### config.mk
export PLATFORM = sky130hd
export DESIGN_NAME = biriscv_fetch_queue_flat
export DESIGN_NICKNAME = d
export VERILOG_FILES = /design/src/rtl/biriscv_fetch_queue_if.sv /design/src/rtl/biriscv_fetch_queue.sv /design/src/flat_wrapper.sv
export SDC_FILE = /design/constraint.sdc
export NUM_CORES = 1
export LEC_CHECK = 0
export CORE_MARGIN = 3
export CORE_UTILIZATION = 31
export CTS_CLUSTER_SIZE = 8
export DETAILED_ROUTE_END_ITERATION = 12
export SYNTH_ARGS = -nofsm -noshare
export SYNTH_HDL_FRONTEND = slang
export SYNTH_SLANG_ARGS = --single-unit
### constraint.sdc
create_clock -name clk_i -period 4.95 [get_ports clk_i]
set_clock_uncertainty 0.15 [all_clocks]
set_input_delay 0.99 -clock clk_i [delete_from_list [all_inputs] [get_ports clk_i]]
set_output_delay 0.99 -clock clk_i [all_outputs]
set_load 0.01 [all_outputs]
### src/rtl/biriscv_fetch_queue_if.sv
`default_nettype none
//==============================================================================
// Module   : biriscv_fetch_queue_if
// Brief    : Fetch-bundle input, decode-lane output and occupancy signals of
//            the biriscv fetch queue, with master (driver) / slave (queue)
//            modports.
// Revision : 1.0 - initial release
//==============================================================================
interface biriscv_fetch_queue_if #(
  parameter int FETCH_W = 2,
  parameter int ISSUE_W = 2,
  parameter int DEPTH_W = 3
);
  logic                   flush_i;
  logic                   fetch_valid_i;
  logic [32*FETCH_W-1:0]  fetch_instr_i;
  logic [31:0]            fetch_pc_i;
  logic [FETCH_W-1:0]     fetch_pred_branch_i;
  logic                   fetch_fault_fetch_i;
  logic                   fetch_fault_page_i;
  logic                   fetch_accept_o;
  logic [ISSUE_W-1:0]     out_valid_o;
  logic [32*ISSUE_W-1:0]  out_instr_o;
  logic [32*ISSUE_W-1:0]  out_pc_o;
  logic [ISSUE_W-1:0]     out_fault_fetch_o;
  logic [ISSUE_W-1:0]     out_fault_page_o;
  logic [ISSUE_W-1:0]     out_accept_i;
  logic [DEPTH_W:0]       level_o;

  modport master (
    output flush_i, fetch_valid_i, fetch_instr_i, fetch_pc_i,
           fetch_pred_branch_i, fetch_fault_fetch_i, fetch_fault_page_i,
           out_accept_i,
    input  fetch_accept_o, out_valid_o, out_instr_o, out_pc_o,
           out_fault_fetch_o, out_fault_page_o, level_o
  );

  modport slave (
    input  flush_i, fetch_valid_i, fetch_instr_i, fetch_pc_i,
           fetch_pred_branch_i, fetch_fault_fetch_i, fetch_fault_page_i,
           out_accept_i,
    output fetch_accept_o, out_valid_o, out_instr_o, out_pc_o,
           out_fault_fetch_o, out_fault_page_o, level_o
  );
endinterface
`default_nettype wire

### src/rtl/biriscv_fetch_queue.sv
`default_nettype none
//==============================================================================
// Module   : biriscv_fetch_queue
// Brief    : Circular instruction queue between fetch and decode. Filters the
//            slots of each fetch bundle (start PC / predicted-taken), packs the
//            survivors and presents up to ISSUE_W in-order lanes to decode.
//            Optional macro BIRISCV_FETCHQ_BYPASS_EN: when the queue is empty
//            a pushed bundle drives the lanes in the same cycle.
// Revision : 1.0 - initial release
//==============================================================================
module biriscv_fetch_queue #(
  parameter int FETCH_W   = 2,
  parameter int FETCH_W_W = 1,
  parameter int ISSUE_W   = 2,
  parameter int DEPTH     = 8,
  parameter int DEPTH_W   = 3
) (
  input  wire logic clk_i,
  input  wire logic rst_i,
  biriscv_fetch_queue_if.slave bus
);

  localparam logic [DEPTH_W:0] C_DEPTH   = (DEPTH_W+1)'(DEPTH);
  localparam logic [DEPTH_W:0] C_FETCH_W = (DEPTH_W+1)'(FETCH_W);

  // Queue state
  logic [DEPTH_W-1:0] r_head;
  logic [DEPTH_W-1:0] r_tail;
  logic [DEPTH_W:0]   r_level;
  logic [31:0]        r_instr [DEPTH];
  logic [31:0]        r_pc    [DEPTH];
  logic [DEPTH-1:0]   r_ffetch;
  logic [DEPTH-1:0]   r_fpage;

  // Packed (kept) view of the incoming bundle
  logic [FETCH_W_W-1:0] w_st;
  logic [31:0]          w_k_instr [FETCH_W];
  logic [31:0]          w_k_pc    [FETCH_W];
  logic [2:0]           w_n;
  logic                 w_fault;
  logic                 w_taken;
  logic                 w_accept;
  logic                 w_push;
  logic                 w_byp;
  logic [ISSUE_W-1:0]   w_valid;
  logic [2:0]           w_m;
  logic                 w_run;
  logic [2:0]           w_skip;
  logic [2:0]           w_stored;
  logic [2:0]           w_head_adv;

  assign w_fault  = bus.fetch_fault_fetch_i | bus.fetch_fault_page_i;
  // Capacity is judged for a whole bundle against the registered level only
  assign w_accept = !rst_i && !bus.flush_i && (r_level <= (C_DEPTH - C_FETCH_W));
  assign w_push   = bus.fetch_valid_i && w_accept;
  assign bus.fetch_accept_o = w_accept;
  assign bus.level_o        = r_level;

  // Slot filtering: survivors are the contiguous run starting at the start
  // slot and ending at (and including) the first predicted-taken slot.
  always_comb begin
    w_st    = '0;
    w_n     = '0;
    w_taken = 1'b0;
    if (FETCH_W > 1)
      w_st = bus.fetch_pc_i[2+FETCH_W_W-1:2];
    for (int s = 0; s < FETCH_W; s++) begin
      if (!w_taken && (s >= int'(w_st))) begin
        w_n = w_n + 3'd1;
        if (bus.fetch_pred_branch_i[s])
          w_taken = 1'b1;
      end
    end
    for (int j = 0; j < FETCH_W; j++) begin
      int si;
      si = int'(w_st) + j;
      w_k_instr[j] = '0;
      w_k_pc[j]    = '0;
      if (si < FETCH_W) begin
        w_k_instr[j] = bus.fetch_instr_i[32*si +: 32];
        if (FETCH_W == 1)
          w_k_pc[j] = {bus.fetch_pc_i[31:2], 2'b00};
        else
          w_k_pc[j] = {bus.fetch_pc_i[31:2+FETCH_W_W], si[FETCH_W_W-1:0], 2'b00};
      end
    end
    // A faulting bundle collapses to a single entry carrying the raw PC
    if (w_fault) begin
      w_n          = 3'd1;
      w_k_instr[0] = bus.fetch_instr_i[31:0];
      w_k_pc[0]    = bus.fetch_pc_i;
    end
  end

`ifdef BIRISCV_FETCHQ_BYPASS_EN
  assign w_byp = w_push && (r_level == '0);
`else
  assign w_byp = 1'b0;
`endif

  // Lane outputs: registered entries head+k, or the bundle itself when bypassing
  always_comb begin
    for (int k = 0; k < ISSUE_W; k++) begin
      logic [DEPTH_W-1:0] idx;
      idx = r_head + DEPTH_W'(k);
      w_valid[k]                 = (r_level > (DEPTH_W+1)'(k));
      bus.out_instr_o[32*k +: 32] = r_instr[idx];
      bus.out_pc_o[32*k +: 32]    = r_pc[idx];
      bus.out_fault_fetch_o[k]    = r_ffetch[idx];
      bus.out_fault_page_o[k]     = r_fpage[idx];
      if (w_byp) begin
        w_valid[k] = (k < int'(w_n));
        if (k < FETCH_W) begin
          bus.out_instr_o[32*k +: 32] = w_k_instr[k];
          bus.out_pc_o[32*k +: 32]    = w_k_pc[k];
          bus.out_fault_fetch_o[k]    = bus.fetch_fault_fetch_i;
          bus.out_fault_page_o[k]     = bus.fetch_fault_page_i;
        end
      end
    end
    bus.out_valid_o = w_valid;
  end

  // Pop count: leading run of valid&accept from lane 0, plus push bookkeeping
  always_comb begin
    w_m   = '0;
    w_run = 1'b1;
    for (int k = 0; k < ISSUE_W; k++) begin
      if (w_run && w_valid[k] && bus.out_accept_i[k])
        w_m = w_m + 3'd1;
      else
        w_run = 1'b0;
    end
    w_skip     = w_byp ? w_m : 3'd0;
    w_stored   = w_push ? (w_n - w_skip) : 3'd0;
    w_head_adv = w_byp ? 3'd0 : w_m;
  end

  // Pointer and occupancy registers; flush and reset both empty the queue
  always_ff @(posedge clk_i) begin
    if (rst_i || bus.flush_i) begin
      r_head  <= '0;
      r_tail  <= '0;
      r_level <= '0;
    end else begin
      r_head  <= r_head + DEPTH_W'(w_head_adv);
      r_tail  <= r_tail + DEPTH_W'(w_stored);
      r_level <= r_level + (DEPTH_W+1)'(w_push ? w_n : 3'd0) - (DEPTH_W+1)'(w_m);
    end
  end

  // Entry storage: kept slots (minus any bypass-consumed ones) written from tail
  always_ff @(posedge clk_i) begin
    for (int j = 0; j < FETCH_W; j++) begin
      if (w_push && (j >= int'(w_skip)) && (j < int'(w_n))) begin
        r_instr[r_tail + DEPTH_W'(j - int'(w_skip))]  <= w_k_instr[j];
        r_pc[r_tail + DEPTH_W'(j - int'(w_skip))]     <= w_k_pc[j];
        r_ffetch[r_tail + DEPTH_W'(j - int'(w_skip))] <= bus.fetch_fault_fetch_i;
        r_fpage[r_tail + DEPTH_W'(j - int'(w_skip))]  <= bus.fetch_fault_page_i;
      end
    end
  end

endmodule
`default_nettype wire

### src/flat_wrapper.sv
// flat-port wrapper written by rule: the top's interface ports become plain ports
module biriscv_fetch_queue_flat 
#(
  parameter int FETCH_W   = 2,
  parameter int FETCH_W_W = 1,
  parameter int ISSUE_W   = 2,
  parameter int DEPTH     = 8,
  parameter int DEPTH_W   = 3
)
  (clk_i, rst_i, bus_flush_i, bus_fetch_valid_i, bus_fetch_instr_i, bus_fetch_pc_i, bus_fetch_pred_branch_i, bus_fetch_fault_fetch_i, bus_fetch_fault_page_i, bus_out_accept_i, bus_fetch_accept_o, bus_out_valid_o, bus_out_instr_o, bus_out_pc_o, bus_out_fault_fetch_o, bus_out_fault_page_o, bus_level_o);
  biriscv_fetch_queue_if #(.FETCH_W(FETCH_W), .ISSUE_W(ISSUE_W), .DEPTH_W(DEPTH_W)) bus_i ();
  input  wire logic clk_i;
  input  wire logic rst_i;
  input wire logic [$bits(bus_i.flush_i)-1:0] bus_flush_i;
  input wire logic [$bits(bus_i.fetch_valid_i)-1:0] bus_fetch_valid_i;
  input wire logic [$bits(bus_i.fetch_instr_i)-1:0] bus_fetch_instr_i;
  input wire logic [$bits(bus_i.fetch_pc_i)-1:0] bus_fetch_pc_i;
  input wire logic [$bits(bus_i.fetch_pred_branch_i)-1:0] bus_fetch_pred_branch_i;
  input wire logic [$bits(bus_i.fetch_fault_fetch_i)-1:0] bus_fetch_fault_fetch_i;
  input wire logic [$bits(bus_i.fetch_fault_page_i)-1:0] bus_fetch_fault_page_i;
  input wire logic [$bits(bus_i.out_accept_i)-1:0] bus_out_accept_i;
  output wire logic [$bits(bus_i.fetch_accept_o)-1:0] bus_fetch_accept_o;
  output wire logic [$bits(bus_i.out_valid_o)-1:0] bus_out_valid_o;
  output wire logic [$bits(bus_i.out_instr_o)-1:0] bus_out_instr_o;
  output wire logic [$bits(bus_i.out_pc_o)-1:0] bus_out_pc_o;
  output wire logic [$bits(bus_i.out_fault_fetch_o)-1:0] bus_out_fault_fetch_o;
  output wire logic [$bits(bus_i.out_fault_page_o)-1:0] bus_out_fault_page_o;
  output wire logic [$bits(bus_i.level_o)-1:0] bus_level_o;
  assign bus_i.flush_i = bus_flush_i;
  assign bus_i.fetch_valid_i = bus_fetch_valid_i;
  assign bus_i.fetch_instr_i = bus_fetch_instr_i;
  assign bus_i.fetch_pc_i = bus_fetch_pc_i;
  assign bus_i.fetch_pred_branch_i = bus_fetch_pred_branch_i;
  assign bus_i.fetch_fault_fetch_i = bus_fetch_fault_fetch_i;
  assign bus_i.fetch_fault_page_i = bus_fetch_fault_page_i;
  assign bus_i.out_accept_i = bus_out_accept_i;
  assign bus_fetch_accept_o = bus_i.fetch_accept_o;
  assign bus_out_valid_o = bus_i.out_valid_o;
  assign bus_out_instr_o = bus_i.out_instr_o;
  assign bus_out_pc_o = bus_i.out_pc_o;
  assign bus_out_fault_fetch_o = bus_i.out_fault_fetch_o;
  assign bus_out_fault_page_o = bus_i.out_fault_page_o;
  assign bus_level_o = bus_i.level_o;
  biriscv_fetch_queue #(.FETCH_W(FETCH_W), .FETCH_W_W(FETCH_W_W), .ISSUE_W(ISSUE_W), .DEPTH(DEPTH), .DEPTH_W(DEPTH_W)) u_core (.clk_i(clk_i), .rst_i(rst_i), .bus(bus_i));
endmodule
==> results.ini <==
[global_routing]
antenna_found_initial=4
first_global_vias=19200
grt_pass1_wl_um=126000
grt_overflow_total=0
track_usage_pct=17.1
grt_max_degree=88

[routing]
wl_per_cell_um=25.7
num_vias=17800
ant_nets=0
drt-total-wl_um=85400
drt_iter0_markers=1244
viasPerCell=5.34
first_pass_iters=5
drc=0

[yosys]
synth-edff-count=496
synth_ff_type=edfxtp_1
synthDominantCellAreaShare_pct=49.9
syn-num-nets=1958
yosys_warnings=0
synth_top_cell_by_area=edfxtp_1
synth.distinct_cells=48
yosys-top-cells-area=edfxtp_1 50%, mux4_2 20%, mux2i_1 9.7%, mux2_2 5.6%, and2_1 5.0%
ys_ff_latch=538
synth_area_sq_um=29900
syn_avg_cell_area_sq_um=16.3
yosysSeqAreaShare_pct=52.7
syn_inst=1837
ys_async_sr_fraction_pct=0

[sta]
max_freq_ghz=0.217
rsz0062_at_grt=no
tightest_slew_ps=998
relSlewSlack_pct=33.0
final-hold-violation-count=0
post-route-min-period_ps=4600
slew_viol_final=0
finalSetupViolCount=0
setup_tns_ps=0
finalCritPeriodShare_pct=93.0

[cells_and_area]
drive_gt1_share_pct=28.6
final_common_cell=edfxtp_1
syn_to_final_growth_pct=20.3
final_area_sq_um=35900
num-fill-cells=8798
final_nets=2159
final_cell_mix=496 x edfxtp_1, 288 x mux2i_1, 264 x mux4_2

[clock_tree]
insertion_delay_ps=600
cts_hold_buffers=0
clk_pin_slew_ps=50
clockBufferDepth=3
root_buffer=clkbuf_16
cts.repair.resized=0
cts_tree=done
htree_levels=3
cts_num_sinks=538
cts_setup_buffers=0
numCtsBuffers=78

[floorplanning]
dieWidth_um=316
rows=113
coreArea_sq_um=95300
start_util_pct=31.3
io_pins=245
die_area_sq_um=100000
die_h_um=316

[placed_design]
portBuffers=243
place.gp.congestion=0.822
dpl_cell_area_sq_um=33800
hpwl_um=50200

[power]
power_uw=13200
swShare_pct=26.0
comb_power_share_pct=25.8
leakage_uw=0.0117
seqPwrFrac_pct=38.3
peakVddDrop_mv=0.213
pwr_density_cell_nw_per_um2=368
power.internal_uw=9780
power_switching_uw=3440
clkPwrFrac_pct=35.9

[setup_path]
cp.arrival_ps=3460
reg2reg_to=u_core.r_instr[4][10]
cp-end-kind=output pin
cp_cell_sequence=buf_4 -> mux4_2 -> mux2_2 -> clkdlybuf4s50_1
r2r_setup_slack_ps=1680
path_max_fanout=30
rr_worst_depth=6
cp_slowest_cell=clkdlybuf4s50_1
worst-path-buf-inv=2
crit_type=flop to output pin
max_stage_delay_ps=720
cp_top_family=buffers and inverters
r2r_start=u_core.r_tail[0]
crit_path_start_kind=flop
required_ps=3810

[min_path]
hold_depth=2
worstHoldEndpoint=u_core.r_pc[2][0]
hp-class=flop to flop
min_from=u_core.r_pc[2][0]

[status]
status=complete, no violations

[job]
drv_cap=0

-- Yosys cell counts (2+ instances only) --
library cell and number:
buf_6 13, buf_2 53, fa_1 4, buf_4 10
o21a_1 2, mux2i_1 288, a21oi_1 2, nor2b_1 4
xnor2_1 3, o21ai_0 5, o21ai_1 2, nand3_4 2
dfxtp_1 42, mux2_2 148, ha_1 11, a32oi_1 5
a31o_2 6, o32a_1 2, nor2_4 2, nand2_1 13
clkbuf_1 54, and2_1 237, nand3_1 6, or2_2 3
o22ai_1 12, and3_1 2, nor2_2 4, mux4_2 264
inv_1 12, nand2b_1 35, clkbuf_2 4, nor2_1 22
or3_1 4, buf_1 42, edfxtp_1 496, nand4_1 8
xor2_1 4
-- worst max-delay path by stage --
stage / from / cells after the start / endpoint / slack [ps]
6_report: u_core.r_head[1] / 4 / bus_out_instr_o[0] / 350
5_1_grt: u_core.r_head[1] / 4 / bus_out_instr_o[0] / 110
4_1_cts: u_core.r_head[1] / 5 / bus_out_pc_o[33] / 220
3_5_place_dp: u_core.r_head[1] / 5 / bus_out_pc_o[33] / 880
3_3_place_gp: bus_fetch_pred_branch_i[0] / 9 / u_core.bus.level_o[3] / 890
2_1_floorplan: bus_fetch_pred_branch_i[0] / 5 / u_core.r_instr[0][0] / 650
-- per-stage QoR --
stage	utilization, %	hold slack (ps)	instances	worst slack, ps
finish	37.7	341	3330	349
detailed placement	35.5	330	3223	879
CTS	37.7	340	3326	220
global placement	35.5	314	3223	889
global route	37.7	362	3326	111
floorplan	-	303	1837	653
-- flip-flops by register name, summed over array words and instances, names as in the netlist --
| register | cells |
|---|---|
| u_core.r_instr | 256 |
| u_core.r_pc | 256 |
| u_core.r_ffetch | 8 |
| u_core.r_fpage | 8 |
| u_core.bus.level_o | 4 |
| u_core.r_head | 3 |
| u_core.r_tail | 3 |
-- power by group through the flow --
stage	Combinational (uW)	Clock (uW)	Sequential [uW]
2_1_floorplan	2160	0	5130
3_3_place_gp	3440	0	5140
3_5_place_dp	3470	0	5150
4_1_cts	3490	4870	5060
5_1_grt	3680	5070	5060
6_report	3420	4740	5060
-- logic make-up (layout without fill, tap and decap cells) --
logic type | Yosys count | in the layout | synth area share, %
buf+inv | 188 | 412 | 3.05
mux | 700 | 700 | 35.1
other cells | 0 | 4 | 0
fa+ha+maj | 15 | 15 | 0.729
compound gates | 39 | 39 | 0.934
xor+xnor | 7 | 7 | 0.205
simple gates | 350 | 350 | 7.27
flops | 538 | 538 | 52.7
-- area by class of cell --
cell class / count / area [sq um] / area share (%)
Tap cell: 1265 / 1580 / 4.40
Clock inverter: 8 / 70.1 / 0.195
Multi-Input combinational cell: 1111 / 13300 / 37.1
Sequential cell: 538 / 15700 / 43.8
Clock buffer: 95 / 2030 / 5.64
Antenna cell: 4 / 10.0 / 0.0279
Inverter: 12 / 45.0 / 0.125
Timing Repair Buffer: 297 / 3120 / 8.68
-- per-layer routing --
| layer | part of all wire [%] | wire length (um) | track usage [%] |
|---|---|---|---|
| met4 | 1.8 | 1510 | 3.88 |
| met5 | 0.015 | 13 | 0 |
| met3 | 7.5 | 6420 | 4.18 |
| met2 | 47 | 40400 | 27.6 |
| met1 | 43 | 37100 | 23.3 |
-- worst reg2reg max path: cells and delay by family (launching register included) --
kind / cells / cell delay [ps]
and+or+nand+nor: 2 / 550
muxes: 1 / 280
xor gates and xnor gates: 1 / 460
adders and majority gates: 1 / 340
buffers and inverters: 1 / 420
DFF: 1 / 760
Power figures use the tool's default switching activity.
